===== src/rtl/seg_codes_pkg.sv =====
// Shared constants for the 7-segment scan decoder: display codes, segment patterns, FSM states.
package seg_codes_pkg;

  localparam int unsigned CODE_W = 8;
  localparam int unsigned SEG_W  = 7;

  // Display codes
  localparam logic [CODE_W-1:0] CODE_0     = 8'h00;
  localparam logic [CODE_W-1:0] CODE_1     = 8'h01;
  localparam logic [CODE_W-1:0] CODE_2     = 8'h02;
  localparam logic [CODE_W-1:0] CODE_3     = 8'h03;
  localparam logic [CODE_W-1:0] CODE_4     = 8'h04;
  localparam logic [CODE_W-1:0] CODE_5     = 8'h05;
  localparam logic [CODE_W-1:0] CODE_6     = 8'h06;
  localparam logic [CODE_W-1:0] CODE_7     = 8'h07;
  localparam logic [CODE_W-1:0] CODE_8     = 8'h08;
  localparam logic [CODE_W-1:0] CODE_9     = 8'h09;
  localparam logic [CODE_W-1:0] CODE_C     = 8'h0C;
  localparam logic [CODE_W-1:0] CODE_R     = 8'h0B;
  localparam logic [CODE_W-1:0] CODE_E     = 8'h0E;
  localparam logic [CODE_W-1:0] CODE_L     = 8'h11;
  localparam logic [CODE_W-1:0] CODE_MINUS = 8'hFE;
  localparam logic [CODE_W-1:0] CODE_EMPTY = 8'hFF;

  // Active-high segment patterns {A,B,C,D,E,F,G}
  localparam logic [SEG_W-1:0] PAT_0     = 7'h7E;
  localparam logic [SEG_W-1:0] PAT_1     = 7'h30;
  localparam logic [SEG_W-1:0] PAT_2     = 7'h6D;
  localparam logic [SEG_W-1:0] PAT_3     = 7'h79;
  localparam logic [SEG_W-1:0] PAT_4     = 7'h33;
  localparam logic [SEG_W-1:0] PAT_5     = 7'h5B;
  localparam logic [SEG_W-1:0] PAT_6     = 7'h5F;
  localparam logic [SEG_W-1:0] PAT_7     = 7'h70;
  localparam logic [SEG_W-1:0] PAT_8     = 7'h7F;
  localparam logic [SEG_W-1:0] PAT_9     = 7'h7B;
  localparam logic [SEG_W-1:0] PAT_C     = 7'h4E;
  localparam logic [SEG_W-1:0] PAT_R     = 7'h46;
  localparam logic [SEG_W-1:0] PAT_E     = 7'h4F;
  localparam logic [SEG_W-1:0] PAT_L     = 7'h0E;
  localparam logic [SEG_W-1:0] PAT_MINUS = 7'h01;
  localparam logic [SEG_W-1:0] PAT_EMPTY = 7'h00;

  typedef enum logic [1:0] {
    IDLE   = 2'd0,
    SETTLE = 2'd1,
    HOLD   = 2'd2
  } scan_state_e;

endpackage


===== src/rtl/seg_pattern_decode.sv =====
// Combinational segment pattern -> display code lookup.
// Letter codes C/R/E/L are recognised only when SEG_ALPHA_EN is defined.
module seg_pattern_decode
  import seg_codes_pkg::*;
(
  input  logic [SEG_W-1:0]  pattern,
  output logic              known_c,
  output logic [CODE_W-1:0] code_c
);

`ifdef SEG_ALPHA_EN
  localparam bit ALPHA_EN = 1'b1;
`else
  localparam bit ALPHA_EN = 1'b0;
`endif

  // Pattern lookup; 5B is always the digit 5 since S looks identical
  always_comb begin
    known_c = 1'b1;
    code_c  = CODE_EMPTY;
    case (pattern)
      PAT_0:     code_c = CODE_0;
      PAT_1:     code_c = CODE_1;
      PAT_2:     code_c = CODE_2;
      PAT_3:     code_c = CODE_3;
      PAT_4:     code_c = CODE_4;
      PAT_5:     code_c = CODE_5;
      PAT_6:     code_c = CODE_6;
      PAT_7:     code_c = CODE_7;
      PAT_8:     code_c = CODE_8;
      PAT_9:     code_c = CODE_9;
      PAT_MINUS: code_c = CODE_MINUS;
      PAT_EMPTY: code_c = CODE_EMPTY;
      PAT_C: begin known_c = ALPHA_EN; code_c = ALPHA_EN ? CODE_C : CODE_EMPTY; end
      PAT_R: begin known_c = ALPHA_EN; code_c = ALPHA_EN ? CODE_R : CODE_EMPTY; end
      PAT_E: begin known_c = ALPHA_EN; code_c = ALPHA_EN ? CODE_E : CODE_EMPTY; end
      PAT_L: begin known_c = ALPHA_EN; code_c = ALPHA_EN ? CODE_L : CODE_EMPTY; end
      default:   known_c = 1'b0;
    endcase
  end

endmodule


===== src/rtl/seg_scan_decoder.sv =====
// Snoops multiplexed active-low anode/cathode scan lines and rebuilds per-digit display codes.
// Optional letter decoding via the SEG_ALPHA_EN macro (handled in seg_pattern_decode).
module seg_scan_decoder
  import seg_codes_pkg::*;
#(
  parameter int unsigned NUM_DIGITS     = 8,
  parameter int unsigned STABLE_CYCLES  = 16,
  parameter int unsigned TIMEOUT_CYCLES = 2**20
) (
  input  logic                         clk,
  input  logic                         rst_n,
  input  logic [NUM_DIGITS-1:0]        an_n,
  input  logic [SEG_W-1:0]             seg_n,
  output logic [CODE_W*NUM_DIGITS-1:0] digit_code,
  output logic [NUM_DIGITS-1:0]        digit_valid,
  output logic                         frame_done,
  output logic                         decode_err,
  output logic                         stale
);

  localparam int unsigned KW = (NUM_DIGITS > 1) ? $clog2(NUM_DIGITS) : 1;
  localparam int unsigned CW = $clog2(STABLE_CYCLES + 1);
  localparam int unsigned IW = $clog2(TIMEOUT_CYCLES + 1);

  logic [NUM_DIGITS-1:0] an_s1, an_s2;
  logic [SEG_W-1:0]      seg_s1, seg_s2;
  logic [NUM_DIGITS-1:0] lows;
  logic                  single_c;
  logic [KW-1:0]         cur_k;
  logic [SEG_W-1:0]      seg_p;
  logic                  same_c;

  scan_state_e           state, state_nxt;
  logic [CW-1:0]         cnt, cnt_nxt;
  logic [KW-1:0]         lat_k, lat_k_nxt;
  logic [SEG_W-1:0]      lat_p, lat_p_nxt;
  logic                  capture_c;

  logic                  dec_known;
  logic [CODE_W-1:0]     dec_code;
  logic [NUM_DIGITS-1:0] seen, seen_upd_c;
  logic [IW-1:0]         idle_cnt;

  // Two-flop synchroniser; reset to the inactive (all-ones) level
  always_ff @(posedge clk or negedge rst_n) begin
    if (!rst_n) begin
      an_s1  <= '1;
      an_s2  <= '1;
      seg_s1 <= '1;
      seg_s2 <= '1;
    end else begin
      an_s1  <= an_n;
      an_s2  <= an_s1;
      seg_s1 <= seg_n;
      seg_s2 <= seg_s1;
    end
  end

  // Active digit detection: exactly one anode low gives its index
  always_comb begin
    lows     = ~an_s2;
    seg_p    = ~seg_s2;
    single_c = (lows != '0) && ((lows & (lows - NUM_DIGITS'(1))) == '0);
    cur_k    = '0;
    for (int i = 0; i < NUM_DIGITS; i++) begin
      if (lows[i]) cur_k = KW'(i);
    end
    same_c = single_c && (cur_k == lat_k) && (seg_p == lat_p);
  end

  // Capture FSM state register
  always_ff @(posedge clk or negedge rst_n) begin
    if (!rst_n) begin
      state <= IDLE;
      cnt   <= '0;
      lat_k <= '0;
      lat_p <= '0;
    end else begin
      state <= state_nxt;
      cnt   <= cnt_nxt;
      lat_k <= lat_k_nxt;
      lat_p <= lat_p_nxt;
    end
  end

  // Capture FSM next state; a full dwell always captures, even if the sample changes that cycle
  always_comb begin
    state_nxt = state;
    cnt_nxt   = cnt;
    lat_k_nxt = lat_k;
    lat_p_nxt = lat_p;
    capture_c = 1'b0;
    case (state)
      IDLE: begin
        if (single_c) begin
          state_nxt = SETTLE;
          cnt_nxt   = CW'(1);
          lat_k_nxt = cur_k;
          lat_p_nxt = seg_p;
        end
      end
      SETTLE, HOLD: begin
        if (state == SETTLE && cnt == CW'(STABLE_CYCLES)) capture_c = 1'b1;
        if (same_c) begin
          if (state == SETTLE) begin
            if (cnt == CW'(STABLE_CYCLES)) state_nxt = HOLD;
            else                           cnt_nxt   = cnt + CW'(1);
          end
        end else if (single_c) begin
          state_nxt = SETTLE;
          cnt_nxt   = CW'(1);
          lat_k_nxt = cur_k;
          lat_p_nxt = seg_p;
        end else begin
          state_nxt = IDLE;
          cnt_nxt   = '0;
        end
      end
      default: begin
        state_nxt = IDLE;
        cnt_nxt   = '0;
      end
    endcase
  end

  seg_pattern_decode u_decode (
    .pattern (lat_p),
    .known_c (dec_known),
    .code_c  (dec_code)
  );

  assign seen_upd_c = seen | (NUM_DIGITS'(1) << lat_k);

  // Code/valid registers, frame tracking and staleness timeout
  always_ff @(posedge clk or negedge rst_n) begin
    if (!rst_n) begin
      digit_code  <= '1;
      digit_valid <= '0;
      seen        <= '0;
      frame_done  <= 1'b0;
      decode_err  <= 1'b0;
      stale       <= 1'b0;
      idle_cnt    <= '0;
    end else begin
      frame_done <= 1'b0;
      decode_err <= 1'b0;
      if (frame_done) seen <= '0;
      if (capture_c) begin
        idle_cnt <= '0;
        if (dec_known) begin
          digit_code[CODE_W*int'(lat_k) +: CODE_W] <= dec_code;
          digit_valid[lat_k] <= 1'b1;
          stale              <= 1'b0;
          seen               <= seen_upd_c;
          if (&seen_upd_c) frame_done <= 1'b1;
        end else begin
          decode_err <= 1'b1;
        end
      end else if (idle_cnt != IW'(TIMEOUT_CYCLES)) begin
        idle_cnt <= idle_cnt + IW'(1);
        if (idle_cnt == IW'(TIMEOUT_CYCLES - 1)) begin
          stale       <= 1'b1;
          digit_valid <= '0;
          seen        <= '0;
        end
      end
    end
  end

endmodule


===== config.mk =====
export PLATFORM = sky130hd
export DESIGN_NAME = seg_scan_decoder
export DESIGN_NICKNAME = d
export VERILOG_FILES = /design/src/rtl/seg_codes_pkg.sv /design/src/rtl/seg_pattern_decode.sv /design/src/rtl/seg_scan_decoder.sv
export SDC_FILE = /design/constraint.sdc
export NUM_CORES = 1
export LEC_CHECK = 0
export ABC_AREA = 1
export CORE_UTILIZATION = 45
export CTS_CLUSTER_SIZE = 16
export DETAILED_ROUTE_END_ITERATION = 10
export PLACE_DENSITY = 0.68
export SLEW_MARGIN = 10
export SYNTH_ARGS = -nofsm -noshare
export SYNTH_HDL_FRONTEND = slang
export SYNTH_SLANG_ARGS = --single-unit

===== constraint.sdc =====
create_clock -name clk -period 5.1 [get_ports clk]
set_clock_uncertainty 0.05 [all_clocks]
set_input_delay 1.02 -clock clk [delete_from_list [all_inputs] [get_ports clk]]
set_output_delay 1.02 -clock clk [all_outputs]
set_load 0.1 [all_outputs]

### Yosys cells after proc, flatten, opt, wreduce, memory -nomap -nowiden

Index checks and enable logic that the tools add are counted.

* eq/ne operators: 24
* $add $sub $neg: 4
* shift-type cells: 3
* reduce and logical (&&, ||, !) cells: 20
* bitwise operators: 5
* multiplexer cells: 52
* order comparisons: 2

Operators with widths (count)
* $pmux 8 s11: 1
* $mux 8: 9
* $bwmux 64: 1
* $shift 8x34->64 const A: 1
* $shiftx 8x34->64: 1
* $eq 7x7->1 const B: 8
* $mux 21: 2
* $neg 6->34: 1
* $mux 3: 8
* $add 21x1->21 const B: 1
* $eq 21x20->1 const B: 1
* $ne 21x21->1 const B: 1
* $mux 5: 4
* $mux 1: 16
* $or 8x8->8: 2
* $eq 7x6->1 const B: 2
* $mux 7: 2
* $pmux 7 s2: 1
* $reduce_or 12->1: 1
* $pmux 5 s2: 1
* $ne 3x3->1 const B: 3
* $reduce_and 3->1: 3
* $and 8x8->8: 1
* $logic_not 8->1: 1
* 27 further kinds: 38

* bits in registers: 151
* input bits: 17
* word-level logic and storage cells: 125
* output and inout port bits: 75

### Longest topological paths before layout

* depth in word-level cells: 13
* mapped depth: 14
* mapped depth without buffers: 14

### By module

From an unflattened synthesis, not the netlist that was laid out.

* cell total of the unflattened synthesis: 795
* area total of the unflattened synthesis: 7409.6 µm²

Modules (own cells, without submodules)
* seg_scan_decoder: sequential area each 3896.2 µm², instances 1, area an instance 7061.8 µm², cells each 727
* seg_pattern_decode: sequential area each 0.0 µm², instances 1, area an instance 347.8 µm², cells each 68

### Least setup slack after synthesis

OpenSTA, ideal clock, no wires.

* path type: register -> output
* from: register digit_code[15] (netlist name)
* to: output digit_code[13]
* stages on the path, launching flop included: 2
* path slack: 2783 ps
* required time: 4030 ps
* arrival time: 1247 ps
* path buffers: 1
* cell sequence: dfstp_2 -> buf_4

RTL lines
* to (decl): line seg_scan_decoder.sv:14 `output logic [CODE_W*NUM_DIGITS-1:0] digit_code,`

==> results.json <==
{
  "synthDominantCellAreaShare_pct": 28.94,
  "nets": 878,
  "crit_cells": 1,
  "period_share_pct": 62.52,
  "outcome": "finished with violations",
  "hpwlAfterDp_um": 9721,
  "wirelength_um": 13300,
  "wire_per_inst_um": 12.78,
  "setup_slack_ns": 1.911,
  "cts_setup_buffers": 0,
  "gp_congestion": 0.8673,
  "yosys_warnings": 0,
  "synthAdderAreaFrac_pct": 2.560,
  "dieArea_um2": 14600,
  "synth_cells": 770,
  "cp_max_fo": 5,
  "netlist_area_um2": 6355,
  "synth_top_family_by_area": "simple AND/OR/NAND/NOR gates",
  "hold_viol": 0,
  "post-place-ws_ns": 2.327,
  "slew_headroom_pct": 31.49,
  "grt_max_degree": 48,
  "tritoncts": "built",
  "synth_ff_type": "dfstp_2",
  "drc": 1,
  "worstReg2RegEnd": "digit_code[51]$_DFFE_PN1P_",
  "max_freq_mhz": 313.6,
  "cp_num_buf_inv": 1,
  "ctsResizeCount": 0,
  "tns_ns": 0,
  "antenna_cells": 0,
  "synth_area_leader_cell": "dfstp_2",
  "critical_path_class": "register to output port",
  "fp-row-count": 43,
  "hold_class": "register to register",
  "synth.area.top_cells": "dfstp_2 (29%), dfrtp_1 (22%), nand2_1 (13%)",
  "synth_nets": 800,
  "yosysSeqAreaShare_pct": 51.39,
  "ys_ff_latch": 127,
  "die_width_um": 120.8,
  "critPathLaunchType": "register",
  "synth_edf_count": 0,
  "htree_levels": 4,
  "endpoint": "digit_code[28]",
  "grt_usage_pct": 19.55,
  "hp-start": "an_s1[4]$_DFF_PN1_",
  "hold_buffers": 0,
  "worstMarginPinSlew_ns": 1.024,
  "async_flop_share_pct": 100.0,
  "start_util_pct": 45.96,
  "endpoint_kind": "output port",
  "cpPeakStageDelay_ns": 1.15,
  "drt-initial-drc-count": 283,
  "insertion_delay_ns": 0.42,
  "io_buffers": 91,
  "ys_types": 39,
  "rsz0062_at_grt": "no",
  "cts_buffer_depth": 2,
  "r2r_start": "cnt[0]$_DFFE_PN0P_",
  "overflow": 0,
  "drive_above_1_share_pct": 15.70,
  "yosys.area_share.xor_xnor_pct": 0.4135,
  "clkTransAtPathRegs_ns": 0.05,
  "synthMuxAreaShare_pct": 0,
  "drtAntennaViolNets": 0,
  "pwr_density_cell_nw_per_um2": 346.7,
  "grt_pass1_vias": 4885,
  "grt_antenna_before_repair": 0,
  "cp.arrival_ns": 2.12,
  "fillCellCount": 1164,
  "viasPerCell": 5.012,
  "cts.sinks": 127,
  "cts_made_buffers": 17,
  "fp.dieH_um": 120.8,
  "peakVddDrop_mv": 0.1947,
  "vias": 5212,
  "setup_viol": 0,
  "crit_chain": "clkdlybuf4s50_1",
  "synth_compound_area_share_pct": 8.092,
  "fin_crit_ns": 3.189,
  "final_common_cell": "nand2_1",
  "path_delay_family": "buffers and inverters",
  "mostFrequentLayoutCells": "nand2_1 (220), inv_1 (92), clkdlybuf4s50_1 (90)",
  "violations": "design-rule violations",
  "worst-r2r-cell-count": 12,
  "p_leak_uw": 0.003529,
  "yosys.area_share.simple_pct": 27.66,
  "place_area_um2": 7256,
  "ff2ff_setup_slack_ns": 2.39,
  "final_area_um2": 7848,
  "io_pins": 92,
  "clock-root-buffer": "clkbuf_16",
  "core_area_um2": 13830,
  "syn_to_final_growth_pct": 23.49,
  "cp_slowest_cell": "clkdlybuf4s50_1",
  "worstSetupStartpoint": "digit_code[31]$_DFFE_PN1P_",
  "drtPass1Iterations": 8,
  "crit_required_ns": 4.03,
  "grt_first_pass_wirelength_um": 22320,
  "maxCapViolations": 0,
  "maxSlewViolCount": 0,
  "postSynthAreaPerCell_um2": 8.253
}
[worst min path at each step]
stage                               endpoint  slack (ns)  cells after the start
after floorplan           an_s2[0]$_DFF_PN1_        0.30                      0
after global placement    an_s2[2]$_DFF_PN1_        0.30                      0
after detailed placement  an_s2[4]$_DFF_PN1_        0.30                      0
after CTS                 an_s2[4]$_DFF_PN1_        0.30                      0
after global routing      an_s2[4]$_DFF_PN1_        0.31                      0
final                     an_s2[4]$_DFF_PN1_        0.30                      0
[routing by layer]
layer / global-route usage (%) / routed length, um / up-vias
li1: - / - / 2601
met1: 23.81 / 5994 / 2429
met2: 33.14 / 6431 / 161
met3: 4.387 / 550 / 21
met4: 8.410 / 319 / 0
met5: 0 / 0 / -
[final cells by class]
| cell class | count | area [um2] | area share, % |
|---|---|---|---|
| multi-input combinational | 509 | 2461 | 31.36 |
| inverter | 100 | 380.4 | 4.847 |
| clock inverter | 4 | 47.55 | 0.6059 |
| clock buffer | 27 | 544.3 | 6.936 |
| tap | 180 | 225.2 | 2.870 |
| timing repair buffer | 93 | 923.4 | 11.77 |
| sequential | 127 | 3266 | 41.61 |
[through the flow]
stage               hold WS, ns  utilization, %  std cells  total power (uW)
floorplan                0.2952               -        770              1429
finish                   0.3017           56.76       1040              2721
global placement         0.2968           52.47       1009              1539
global route             0.3069           56.76       1040              2856
CTS                      0.3036           56.76       1040              2749
detailed placement       0.2968           52.47       1009              1555
[worst register-to-register path, cell delays in order (launching register included)]
cell	delay, ns
dfrtp_1	0.42
inv_1	0.08
ha_1	0.15
nand2_1	0.06
nor3_1	0.21
inv_1	0.07
nor2_1	0.11
inv_1	0.07
nor2_2	0.51
nand2_4	0.27
clkinv_4	0.22
nand3_1	0.19
o21ai_0	0.23
[flip-flops by register name (all words and copies together), names as in the netlist]
signal	flops
an_s1	8
an_s2	8
cnt	5
decode_err	1
digit_code	40
digit_valid	8
frame_done	1
idle_cnt	21
lat_k	3
lat_p	7
seen	8
seg_s1	7
seg_s2	7
stale	1
state	2
[Yosys cell counts, types with 6 or more instances]
| cell | n |
|---|---|
| nand2_1 | 220 |
| inv_1 | 92 |
| dfstp_2 | 70 |
| nor2_1 | 58 |
| dfrtp_1 | 57 |
| o21ai_0 | 56 |
| nand3_1 | 51 |
| buf_4 | 26 |
| nor3_1 | 26 |
| a21oi_1 | 21 |
| ha_1 | 13 |
| nand4_1 | 8 |
| inv_2 | 7 |
| nor2_2 | 7 |
| o21ai_1 | 7 |
| nor3_2 | 6 |
[cell families after synthesis]
kind of cell             count (synthesis)
AND/OR/NAND/NOR                        396
adder cells (fa/ha/maj)                 13
flip-flops                             127
XOR/XNOR                                 3
AO/OA/AOI/OAI                           97
buffers and inverters                  134
[where the power goes]
| part | switching (uW) | internal, uW | leakage (uW) |
|---|---|---|---|
| clock network | 404 | 773 | 0.000291 |
| logic | 300 | 125 | 0.00174 |
| registers | 61.1 | 1060 | 0.00150 |
(Power assumes the default switching activity.)
==> RTL change 1: new RTL, same settings <==
Build with the macro `SEG_ALPHA_EN` defined.
--- a/src/rtl/seg_pattern_decode.sv
+++ b/src/rtl/seg_pattern_decode.sv
@@ -2,2 +2,4 @@
 // Letter codes C/R/E/L are recognised only when SEG_ALPHA_EN is defined.
+`define SEG_ALPHA_EN
+
 module seg_pattern_decode
Behaviour: same outputs for any inputs over 10 cycles, from zero or initial values and one cycle with rst_n low; that may be too few to reach the edited logic, so the function may still have changed.
==> RTL change 1 against the unedited design <==
Count of clock-buffer cells in the layout decreased by 6. Synthesized cell count rose by 6.5%. Final cell count grew 5.3%. Synthesized area is 5.4% higher. Sequential cell count is 8 higher. Utilization increased by 0.41 points. Setup slack gained 0.0025 ns. Sequential power grew 9%. Worst hold slack about the same. Final area rose by 5.9%. Total power grew 24%. Routed wire length grew 11%. Critical path type unchanged. Highest routed layer unchanged.
==> RTL change 1: results (changes against the unedited design) <==
[logic_synthesis]
synthXorXnorAreaFrac_pct=0.6538  ; +0.24 points
yosys_warnings=0  ; unchanged
yosysSeqAreaShare_pct=51.90  ; +0.51 points
yosys-top-cells-count=214 x nand2_1, 88 x inv_1, 88 x nor2_1
synth_fa_ha_area_share_pct=2.429  ; -0.13 points
async_reset_ff_share_pct=100.0  ; unchanged
synth-compound-area-share_pct=8.126  ; +0.034 points
synth_mux_area_share_pct=0  ; unchanged
synth_flop_cell=dfstp_2
synth_cell_types=32  ; -18%
ys_top_cells_by_area=dfstp_2 31%, dfrtp_1 21%, nand2_1 12%, nand3_1 5.2%, inv_1 4.9%
synthesis.nets=850  ; +6.3%

[placed_design]
io_buffers=91  ; unchanged
dp_hpwl_um=10420  ; +7.1%
place_congestion=0.9044  ; +4.3%

[power_and_ir_drop]
pwr-share-clk_pct=40.6  ; -2.6 points
p_switching_mw=1.110  ; +45%
irDropWorstVdd_v=0.0002936  ; +51%
comb_power_uw=782  ; +84%
leakage_nw=3.736  ; +5.9%
swShare_pct=32.93  ; +4.8 points

[cts]
cts_setup_buffers=0  ; unchanged
cts_resized=0  ; unchanged
clk_pin_slew_ns=0.06
cts_max_level=4  ; unchanged
cts-buffers-inserted=17  ; unchanged
root_buffer=clkbuf_16
clock_path_buffers=2  ; unchanged
clock_latency_ns=0.43

[setup_path]
critPathTopFamily=buffers and inverters
cp_max_fo=2  ; -3
reg2reg_setup_slack_ns=2.17  ; -0.22 ns
crit_slowest_cell=clkdlybuf4s50_1
slowest_delay_ns=1.16

[worst_hold_path]
hp-class=flip-flop to flip-flop

[global_routing]
antenna_found_initial=0  ; unchanged
grt_max_degree=75  ; +56%
grt_pass1_vias=5151  ; +5.4%
gr-usage-all-layers_pct=21.19  ; +1.6 points
grt_pass1_wl_um=24950  ; +12%

[drt]
wl_per_cell_um=13.45  ; +5.2%
drt-initial-drc-count=376  ; +33%
vias=5555  ; +6.6%
drt-pass1-iter-count=5  ; -3
drt.antenna.violating_nets=0  ; unchanged

[finish]
reg.largest.list=digit_code: 48 flops, idle_cnt: 21 flops
drive_above_1_share_pct=14.93  ; -0.77 points
n_antenna_cell=0  ; unchanged
design.final.nets=928  ; +5.7%
largest_reg_flops=48  ; +20%

[timing]
worst_pin_slew_ns=1.019  ; -0.005565 ns
fin_hold_ws_ns=0.3017  ; -0.00002400 ns

[outcome]
status=completed

RTL change 1: cell count changes in the layout (fill, tap and decap cells not counted), moves of 6 or more:
| cell | delta |
|---|---|
| dfstp_2 | +8 |
| nand2_1 | -6 |
| nand3_1 | +18 |
| nor2_1 | +30 |
| nor3_1 | -9 |
| o21ai_0 | -11 |
| o21ai_1 | +26 |
RTL change 1: per-layer routing:
layer  GRT usage (%)  routed length (um)  vias to the layer above
met3           5.174                 661                       21
met5               0                   0                        -
met1           27.90                6838                     2614
met2           34.17                7018                      127
li1                -                   -                     2793
met4           7.143                 207                        0
RTL change 1: layout make-up:
class | count | area, um^2
Clock inverter | 11 | 192.7
Inverter | 95 | 356.6
Multi-Input combinational cell | 557 | 2653
Sequential cell | 135 | 3476
Fill cell | 1327 | 6226
Timing Repair Buffer | 92 | 928.4
Clock buffer | 21 | 471.7
Tap cell | 184 | 230.2
RTL change 1: stage by stage:
step / utilization [%] / setup slack [ns] / instances / cell area [um^2]
4_1_cts: 57.16 / 1.895 / 1095 / 8308
3_5_place_dp: 52.59 / 2.206 / 1063 / 7644
3_3_place_gp: 52.59 / 2.327 / 1063 / 7644
5_1_grt: 57.16 / 1.825 / 1095 / 8308
6_report: 57.16 / 1.914 / 1095 / 8308
2_1_floorplan: - / 2.793 / 820 / 6698
RTL change 1: worst paths after layout:
kind / endpoint / depth (start not counted) / start
max in group asynchronous: digit_code[25] / 2 / rst_n
min: seg_s2[0] / 0 / seg_s1[0]
min reg2reg: seg_s2[0] / 0 / seg_s1[0]
max reg2reg: digit_code[4] / 12 / cnt[0]
min in group asynchronous: lat_p[3] / 1 / rst_n
max: digit_code[36] / 1 / digit_code[36]
==> RTL change 2: new RTL, config.mk and constraints unchanged <==
Without the edit above. Reset style: synchronous (`rst_n`), changed in 3 clocked blocks.
--- a/src/rtl/seg_scan_decoder.sv
+++ b/src/rtl/seg_scan_decoder.sv
@@ -44,3 +44,3 @@
   // Two-flop synchroniser; reset to the inactive (all-ones) level
-  always_ff @(posedge clk or negedge rst_n) begin
+  always_ff @(posedge clk) begin
     if (!rst_n) begin
@@ -71,3 +71,3 @@
   // Capture FSM state register
-  always_ff @(posedge clk or negedge rst_n) begin
+  always_ff @(posedge clk) begin
     if (!rst_n) begin
@@ -134,3 +134,3 @@
   // Code/valid registers, frame tracking and staleness timeout
-  always_ff @(posedge clk or negedge rst_n) begin
+  always_ff @(posedge clk) begin
     if (!rst_n) begin
Behaviour: no difference found for any inputs over 10 cycles, from zero or initial values and one cycle with rst_n low; that may be too few to reach the edited logic, so the function may still have changed.
==> RTL change 2 against the unedited design <==
Synthesized area decreased by 2.6%. Count of clock-buffer cells in the layout decreased by 7. Maximum frequency increased by 0.33%. Setup slack improved by 0.010 ns. First-iteration DRC count increased by 29%. Sequential cell count unchanged. Register-to-register slack about the same. Final area decreased by 2.1%. Clock power increased by 11%. Sequential share of layout area decreased by 8.5 points. Routed wire length increased by 0.50%. Total power increased by 3.7%. Largest cell class is now multi-input combinational cells. Highest routed layer unchanged.
==> RTL change 2: results (changes against the unedited design) <==
[drt]
drt-pass1-iter-count=5  ; -3
viasPerCell=4.868  ; -2.9%
met3WireLength_um=721  ; +31%
vias=5438  ; +4.3%

[finish]
drive_above_1_share_pct=12.65  ; -3.1 points
areaGrowthSynthToFinish_pct=24.16
design.final.nets=958  ; +9.1%
multi_input_cells=602  ; +18%
n_all_inverters=87  ; -13%
buffer_area_share_pct=11.98  ; +0.22 points

[logic_synthesis]
netlist_instances=861  ; +12%
yosys-top-cells-count=223 x nand2_1, 127 x dfxtp_1, 81 x nand3_1
synth_fa_ha_area_share_pct=2.628  ; +0.068 points
synthesis.nets=891  ; +11%
ys_top_cells_by_area=dfxtp_1 41%, nand2_1 14%, nand3_1 6.5%, nor2_1 4.7%, inv_1 4.6%
synthXorXnorAreaFrac_pct=0.9905  ; +0.58 points

[setup_path]
cp_max_fo=9  ; +4
worstRegToRegCells=8  ; -4

[power_and_ir_drop]
p_int_mw=2.028  ; +3.7%
p_switching_uw=794.5  ; +3.8%

[global_routing]
gr-usage-all-layers_pct=19.88  ; +0.33 points

[placed_design]
dp.cells=1085  ; +7.5%
place_congestion=0.8727  ; +0.62%

[outcome]
status=completed

[worst_hold_path]
min_to=an_s2[4]
whs_path_depth=1  ; +1

==> RTL change 2: worst max path at each step <==
stage | from | to | slack, ns | cells past startpoint
2_1_floorplan | digit_code[15] | digit_code[13] | 2.62 | 1
3_3_place_gp | frame_done | frame_done | 2.35 | 1
3_5_place_dp | frame_done | frame_done | 2.35 | 1
4_1_cts | frame_done | frame_done | 1.90 | 1
5_1_grt | frame_done | frame_done | 1.87 | 1
6_report | frame_done | frame_done | 1.92 | 1
==> RTL change 2: cell families after synthesis <==
kind of cell	after synthesis
flip-flops	127
adder cells (fa/ha/maj)	13
buffers and inverters	132
AO/OA/AOI/OAI	89
AND/OR/NAND/NOR	493
XOR/XNOR	7
==> RTL change 2: layer usage <==
metal	vias up	GRT usage, %
li1	2872	-
met1	2394	25.56
met2	147	31.21
met3	25	5.029
met4	0	9.019
met5	-	0
